**config.mk**
```make
export PLATFORM = sky130hd
export DESIGN_NAME = mem_view_sequencer
export DESIGN_NICKNAME = d
export VERILOG_FILES = /design/src/rtl/mem_view_pkg.sv /design/src/rtl/btn_debounce.sv /design/src/rtl/mem_view_sequencer.sv
export SDC_FILE = /design/constraint.sdc
export NUM_CORES = 1
export LEC_CHECK = 0
export ABC_CLOCK_PERIOD_IN_PS = 4300
export BUFFER_PORTS_ARGS = -buffer_cell sky130_fd_sc_hd__buf_4
export CORE_MARGIN = 2
export CORE_UTILIZATION = 60
export DETAILED_ROUTE_END_ITERATION = 10
export GPL_TIMING_DRIVEN = 0
export HOLD_SLACK_MARGIN = 0.08
export PLACE_DENSITY_LB_ADDON = 0.15
export SETUP_SLACK_MARGIN = 0.5
export SYNTH_ARGS = -nofsm -noshare
export SYNTH_HDL_FRONTEND = slang
export SYNTH_SLANG_ARGS = --single-unit
```
**constraint.sdc**
```tcl
create_clock -name clk -period 4.3 [get_ports clk]
set_clock_uncertainty 0.05 [all_clocks]
set_input_delay 0.86 -clock clk [delete_from_list [all_inputs] [get_ports clk]]
set_output_delay 0.86 -clock clk [all_outputs]
set_load 0.01 [all_outputs]
```
**src/rtl/mem_view_pkg.sv**
```systemverilog
// Shared types for the memory-view read sequencer: FSM states and source encoding.
package mem_view_pkg;

    typedef enum logic [1:0] {
        IDLE    = 2'd0,
        READ    = 2'd1,
        WAIT    = 2'd2,
        CAPTURE = 2'd3
    } state_e;

    localparam logic SRC_IMEM = 1'b0;
    localparam logic SRC_DMEM = 1'b1;

endpackage

```
**src/rtl/btn_debounce.sv**
```systemverilog
// Board button conditioner: 2-flop synchronizer, stability counter, one-cycle press pulse.
module btn_debounce #(
    parameter int DEB_CYCLES = 1000000
) (
    input  logic clk,
    input  logic rst_n,
    input  logic btn_i,
    output logic press_o
);

    localparam int CNT_W = (DEB_CYCLES > 1) ? $clog2(DEB_CYCLES) : 1;
    localparam logic [CNT_W-1:0] CNT_LAST = CNT_W'(DEB_CYCLES - 1);

    logic             sync1_q;
    logic             sync2_q;
    logic             stable_q;
    logic             press_q;
    logic [CNT_W-1:0] cnt_q;

    // Bring the raw pin into the clock domain.
    always_ff @(posedge clk or negedge rst_n) begin
        if (!rst_n) begin
            sync1_q <= 1'b0;
            sync2_q <= 1'b0;
        end else begin
            sync1_q <= btn_i;
            sync2_q <= sync1_q;
        end
    end

    // Accept a new level only after DEB_CYCLES consecutive differing samples; pulse on accepted press.
    always_ff @(posedge clk or negedge rst_n) begin
        if (!rst_n) begin
            cnt_q    <= '0;
            stable_q <= 1'b0;
            press_q  <= 1'b0;
        end else begin
            press_q <= 1'b0;
            if (sync2_q == stable_q) begin
                cnt_q <= '0;
            end else if (cnt_q == CNT_LAST) begin
                cnt_q    <= '0;
                stable_q <= sync2_q;
                press_q  <= sync2_q;
            end else begin
                cnt_q <= cnt_q + 1'b1;
            end
        end
    end

    assign press_o = press_q;

endmodule

```
**src/rtl/mem_view_sequencer.sv**
```systemverilog
// Read sequencer that fetches one word of IMEM or DMEM per button/auto event and holds it for display.
module mem_view_sequencer
    import mem_view_pkg::*;
#(
    parameter int ADDR_W     = 8,
    parameter int DATA_W     = 32,
    parameter int RD_LAT     = 1,
    parameter int DEB_CYCLES = 1000000,
    parameter int DWELL      = 50000000
) (
    input  logic              clk,
    input  logic              rst_n,
    input  logic              btn_next,
    input  logic              btn_sel,
    input  logic              auto_en,
    output logic              imem_rd,
    output logic [ADDR_W-1:0] imem_addr,
    input  logic [DATA_W-1:0] imem_data,
    output logic              dmem_rd,
    output logic [ADDR_W-1:0] dmem_addr,
    input  logic [DATA_W-1:0] dmem_data,
    output logic [DATA_W-1:0] disp_word,
    output logic [ADDR_W-1:0] disp_addr,
    output logic              disp_src,
    output logic              disp_valid
);

    localparam int DW_W = (DWELL > 1) ? $clog2(DWELL) : 1;
    localparam logic [DW_W-1:0] DWELL_LAST = DW_W'(DWELL - 1);
    // WAIT runs RD_LAT-1 cycles, counted 0..RD_LAT-2.
    localparam logic [1:0] WAIT_LAST = 2'((RD_LAT > 1) ? RD_LAT - 2 : 0);

    logic next_pulse;
    logic sel_pulse;

    state_e            state_q;
    logic [ADDR_W-1:0] addr_q;
    logic              src_q;
    logic              boot_q;
    logic              pend_next_q;
    logic              pend_sel_q;
    logic [1:0]        wait_q;
    logic [DW_W-1:0]   dwell_q;
    logic              imem_rd_q;
    logic              dmem_rd_q;
    logic [DATA_W-1:0] disp_word_q;
    logic [ADDR_W-1:0] disp_addr_q;
    logic              disp_src_q;
    logic              disp_valid_q;

    logic              auto_fire_d;
    logic              take_next_d;
    logic              take_sel_d;
    logic              take_any_d;
    logic              src_d;

    btn_debounce #(.DEB_CYCLES(DEB_CYCLES)) u_deb_next (
        .clk     (clk),
        .rst_n   (rst_n),
        .btn_i   (btn_next),
        .press_o (next_pulse)
    );

    btn_debounce #(.DEB_CYCLES(DEB_CYCLES)) u_deb_sel (
        .clk     (clk),
        .rst_n   (rst_n),
        .btn_i   (btn_sel),
        .press_o (sel_pulse)
    );

    // Merge fresh pulses, pending flags, the auto-step tick and the post-reset fetch.
    always_comb begin
        auto_fire_d = auto_en && (state_q == IDLE) && (dwell_q == DWELL_LAST);
        take_next_d = next_pulse || pend_next_q || auto_fire_d;
        take_sel_d  = sel_pulse || pend_sel_q;
        take_any_d  = take_next_d || take_sel_d || boot_q;
        src_d       = src_q ^ take_sel_d;
    end

    // Sequencer FSM with address/source and display registers.
    always_ff @(posedge clk or negedge rst_n) begin
        if (!rst_n) begin
            state_q      <= IDLE;
            boot_q       <= 1'b1;
            addr_q       <= '0;
            src_q        <= SRC_IMEM;
            pend_next_q  <= 1'b0;
            pend_sel_q   <= 1'b0;
            wait_q       <= '0;
            imem_rd_q    <= 1'b0;
            dmem_rd_q    <= 1'b0;
            disp_word_q  <= '0;
            disp_addr_q  <= '0;
            disp_src_q   <= SRC_IMEM;
            disp_valid_q <= 1'b0;
        end else begin
            imem_rd_q <= 1'b0;
            dmem_rd_q <= 1'b0;
            case (state_q)
                IDLE: begin
                    if (take_any_d) begin
                        state_q      <= READ;
                        boot_q       <= 1'b0;
                        pend_next_q  <= 1'b0;
                        pend_sel_q   <= 1'b0;
                        addr_q       <= take_next_d ? addr_q + 1'b1 : addr_q;
                        src_q        <= src_d;
                        imem_rd_q    <= (src_d == SRC_IMEM);
                        dmem_rd_q    <= (src_d == SRC_DMEM);
                        disp_valid_q <= 1'b0;
                    end
                end
                READ: begin
                    wait_q  <= '0;
                    state_q <= (RD_LAT > 1) ? WAIT : CAPTURE;
                end
                WAIT: begin
                    if (wait_q == WAIT_LAST) begin
                        state_q <= CAPTURE;
                    end else begin
                        wait_q <= wait_q + 1'b1;
                    end
                end
                CAPTURE: begin
                    disp_word_q  <= (src_q == SRC_DMEM) ? dmem_data : imem_data;
                    disp_addr_q  <= addr_q;
                    disp_src_q   <= src_q;
                    disp_valid_q <= 1'b1;
                    state_q      <= IDLE;
                end
                default: state_q <= IDLE;
            endcase
            if (state_q != IDLE) begin
                if (next_pulse) pend_next_q <= 1'b1;
                if (sel_pulse)  pend_sel_q  <= 1'b1;
            end
        end
    end

    // Auto-step dwell counter: runs only while idle with auto enabled; any manual press restarts it.
    always_ff @(posedge clk or negedge rst_n) begin
        if (!rst_n) begin
            dwell_q <= '0;
        end else if (!auto_en || next_pulse || sel_pulse) begin
            dwell_q <= '0;
        end else if (state_q == IDLE) begin
            dwell_q <= take_any_d ? '0 : dwell_q + 1'b1;
        end
    end

    assign imem_rd    = imem_rd_q;
    assign dmem_rd    = dmem_rd_q;
    assign imem_addr  = addr_q;
    assign dmem_addr  = addr_q;
    assign disp_word  = disp_word_q;
    assign disp_addr  = disp_addr_q;
    assign disp_src   = disp_src_q;
    assign disp_valid = disp_valid_q;

endmodule

```
==> flow_metrics.tcl <==
set metrics [dict create \
    dieArea_um2 11700 \
    ir_drop_uv 258 \
    cts.clk_slew.worst_paths_ps 60 \
    core_area_um2 10700 \
    regArea_um2 3350 \
    die_w_um 108 \
    start_kind "flip-flop" \
    cts_buffers 17 \
    ys_ff_latch 134 \
    syn_area_um2 6500 \
    fin_cells 928 \
    cts_setup_buffers 0 \
    crit_required_ps 4690 \
    tritoncts "done" \
    yosysTopAreaCellShare 0.512 \
    async_flop_share 1.00 \
    critPathMaxFanout 10 \
    swShare 0.218 \
    min_period_over_period 0.614 \
    yosys.area.top_type "dfrtp_1" \
    boundaryPins 129 \
    p_leak_uw 0.00381 \
    synth.distinct_cells 62 \
    reg2reg_depth 8 \
    synth_edf_count 0 \
    reg2reg_to "dwell_q[15]" \
    fillCellCount 703 \
    antenna_cells 0 \
    hold_buffers 0 \
    htree_levels 4 \
    power_frac_seq 0.440 \
    final_nets 854 \
    synth_top_cells_by_count "dfrtp_1 (133), nor2_1 (90), a21oi_1 (52), nand2_1 (37), mux2i_1 (34)" \
    die_y_um 108 \
    grt_overflow 0 \
    fin_crit_ps 2640 \
    reg2reg_slack_ps 1660 \
    intPower_uw 2320 \
    hold_viol 0 \
    portBuffers 128 \
    grt_pass1_vias 5339 \
    globalplace.congestion 0.877 \
    cts_max_path_buffers 2 \
    run_status "complete, no violations" \
    ys_seq_area_frac 0.516 \
    synth_most_common_cell "dfrtp_1" \
    antenna_found_initial 0 \
    drt-total-wl_um 15600 \
    rsz0062_at_grt "no" \
    first_pass_iters 5 \
    crit_type "reg2reg" \
    max_slew.worst_pin.slew_ps 897 \
    drv_cap 0 \
    power_density_nw_per_um2 357 \
    grt_use_total 0.275 \
    cts_resized 0 \
    drive_gt1_frac 0.265 \
    hpwl_um 10900 \
    drc 0 \
    clk_latency_ps 520 \
    grt_max_degree 103 \
    power_frac_clock 0.501 \
    synthCells 627 \
    r2r_start "state_q[0]" \
    initial_core_util 0.608 \
    synth_area_leaders "dfrtp_1 (51%), mux2i_1 (5.2%), nor2_1 (5.2%)" \
    cp.arrival_ps 3030 \
    setup-tns-final_ps 0 \
    crit_path_end_kind "flip-flop" \
    drt_iter0_drc 407 \
    placed_cells 896 \
    area_delta_synth_final_pct 27.4 \
    syn_nets 706 \
    setup_viol 0 \
    comb_power_share 0.059 \
    fp-row-count 38 \
    maxSlewHeadroom 0.397 \
    synth_flop_cell "dfrtp_1" \
    wl_per_cell_um 16.8 \
    syn_avg_cell_area_um2 10.4 \
    slew_violations 0 \
    total_power_uw 2960 \
    antenna_left 0 \
    vias 5375 \
    vias_per_cell 5.79 \
    synth_warnings 0 \
    fin_ws_ps 1660 \
    dp_slack_ps 1540 \
    hold_class "in2async" \
    cts.sinks 134 \
    cts_root_buf "clkbuf_8" \
    grt_pass1_wl_um 25100 \
    multiInputGateArea_um2 2870 \
    switching_power_uw 645 \
    fmax_mhz 379 \
]
[worst max path at each step]
stage,from,to,cells past startpoint
2_1_floorplan,auto_en,dwell_q[6],6
3_3_place_gp,auto_en,dwell_q[6],7
3_5_place_dp,auto_en,dwell_q[6],7
4_1_cts,state_q[0],dwell_q[15],8
5_1_grt,state_q[0],dwell_q[15],8
6_report,state_q[0],dwell_q[15],8
[cell usage in the layout (no fill, tap or decap), drive strengths merged, types with 4 or more instances in the layout]
cell / instances
clkbuf: 37
a41oi: 5
clkinvlp: 4
and3: 9
nor3: 7
nand3: 27
and4: 5
a31oi: 18
buf: 148
nand2: 37
nor2: 91
xor2: 22
nor4: 10
inv: 16
clkinv: 4
xnor2: 24
nor4b: 4
or4: 4
and2: 4
nand4: 17
dfrtp: 133
a21oi: 52
mux2i: 34
ha: 10
mux2: 15
o21ai: 14
[routing by layer]
metal	global-route usage	vias up	share of wire
li1	-	2511	-
met1	0.341	2635	0.40
met2	0.461	189	0.51
met3	0.0633	40	0.060
met4	0.125	0	0.026
met5	0	-	0
[final cells by class]
class | count | area share
plain buffers | 36 | 0.0258
flip-flops and latches | 134 | 0.405
repair buffers | 129 | 0.120
clock buffers | 21 | 0.0566
multi-input cells | 441 | 0.347
clock inverters | 11 | 0.0178
well taps | 140 | 0.0211
inverters | 16 | 0.00725
[worst max-delay path: stages (launching register included)]
cell,delay (ps)
dfrtp_1,420
inv_1,130
ha_1,330
and2_1,210
nand2_1,120
a2111oi_4,650
buf_2,360
a21oi_1,120
a31oi_1,170
[sequential cells by signal, indices dropped and copies added (netlist names), 2 cells and up]
name and count:
disp_word 32, dwell_q 26, u_deb_next.cnt_q 20, u_deb_sel.cnt_q 20, disp_addr 8, dmem_addr 8, state_q 2, wait_q 2
[kinds of logic after synthesis]
group,synth area share
buffers and inverters,0.0421
multiplexers,0.0783
AND/OR/NAND/NOR,0.184
flip-flops,0.516
AO/OA/AOI/OAI,0.0983
XOR/XNOR,0.0620
adder cells (fa/ha/maj),0.0192
[power groups by stage]
stage	Combinational, µW	Clock (µW)	Sequential [µW]
floorplan	50.5	0	1330
global placement	165	0	1320
detailed placement	175	0	1320
CTS	177	1500	1300
global route	194	1550	1310
finish	174	1490	1300
[per-stage QoR]
| step | cell area, µm² | utilization | hold WS, ps |
|---|---|---|---|
| after detailed placement | 7670 | 0.717 | 290 |
| after CTS | 8290 | 0.775 | 168 |
| final | 8290 | 0.775 | 166 |
| after floorplan | 6500 | - | 281 |
| after global placement | 7640 | 0.714 | 287 |
| after global routing | 8290 | 0.775 | 177 |
Power figures use the tool's default switching activity.
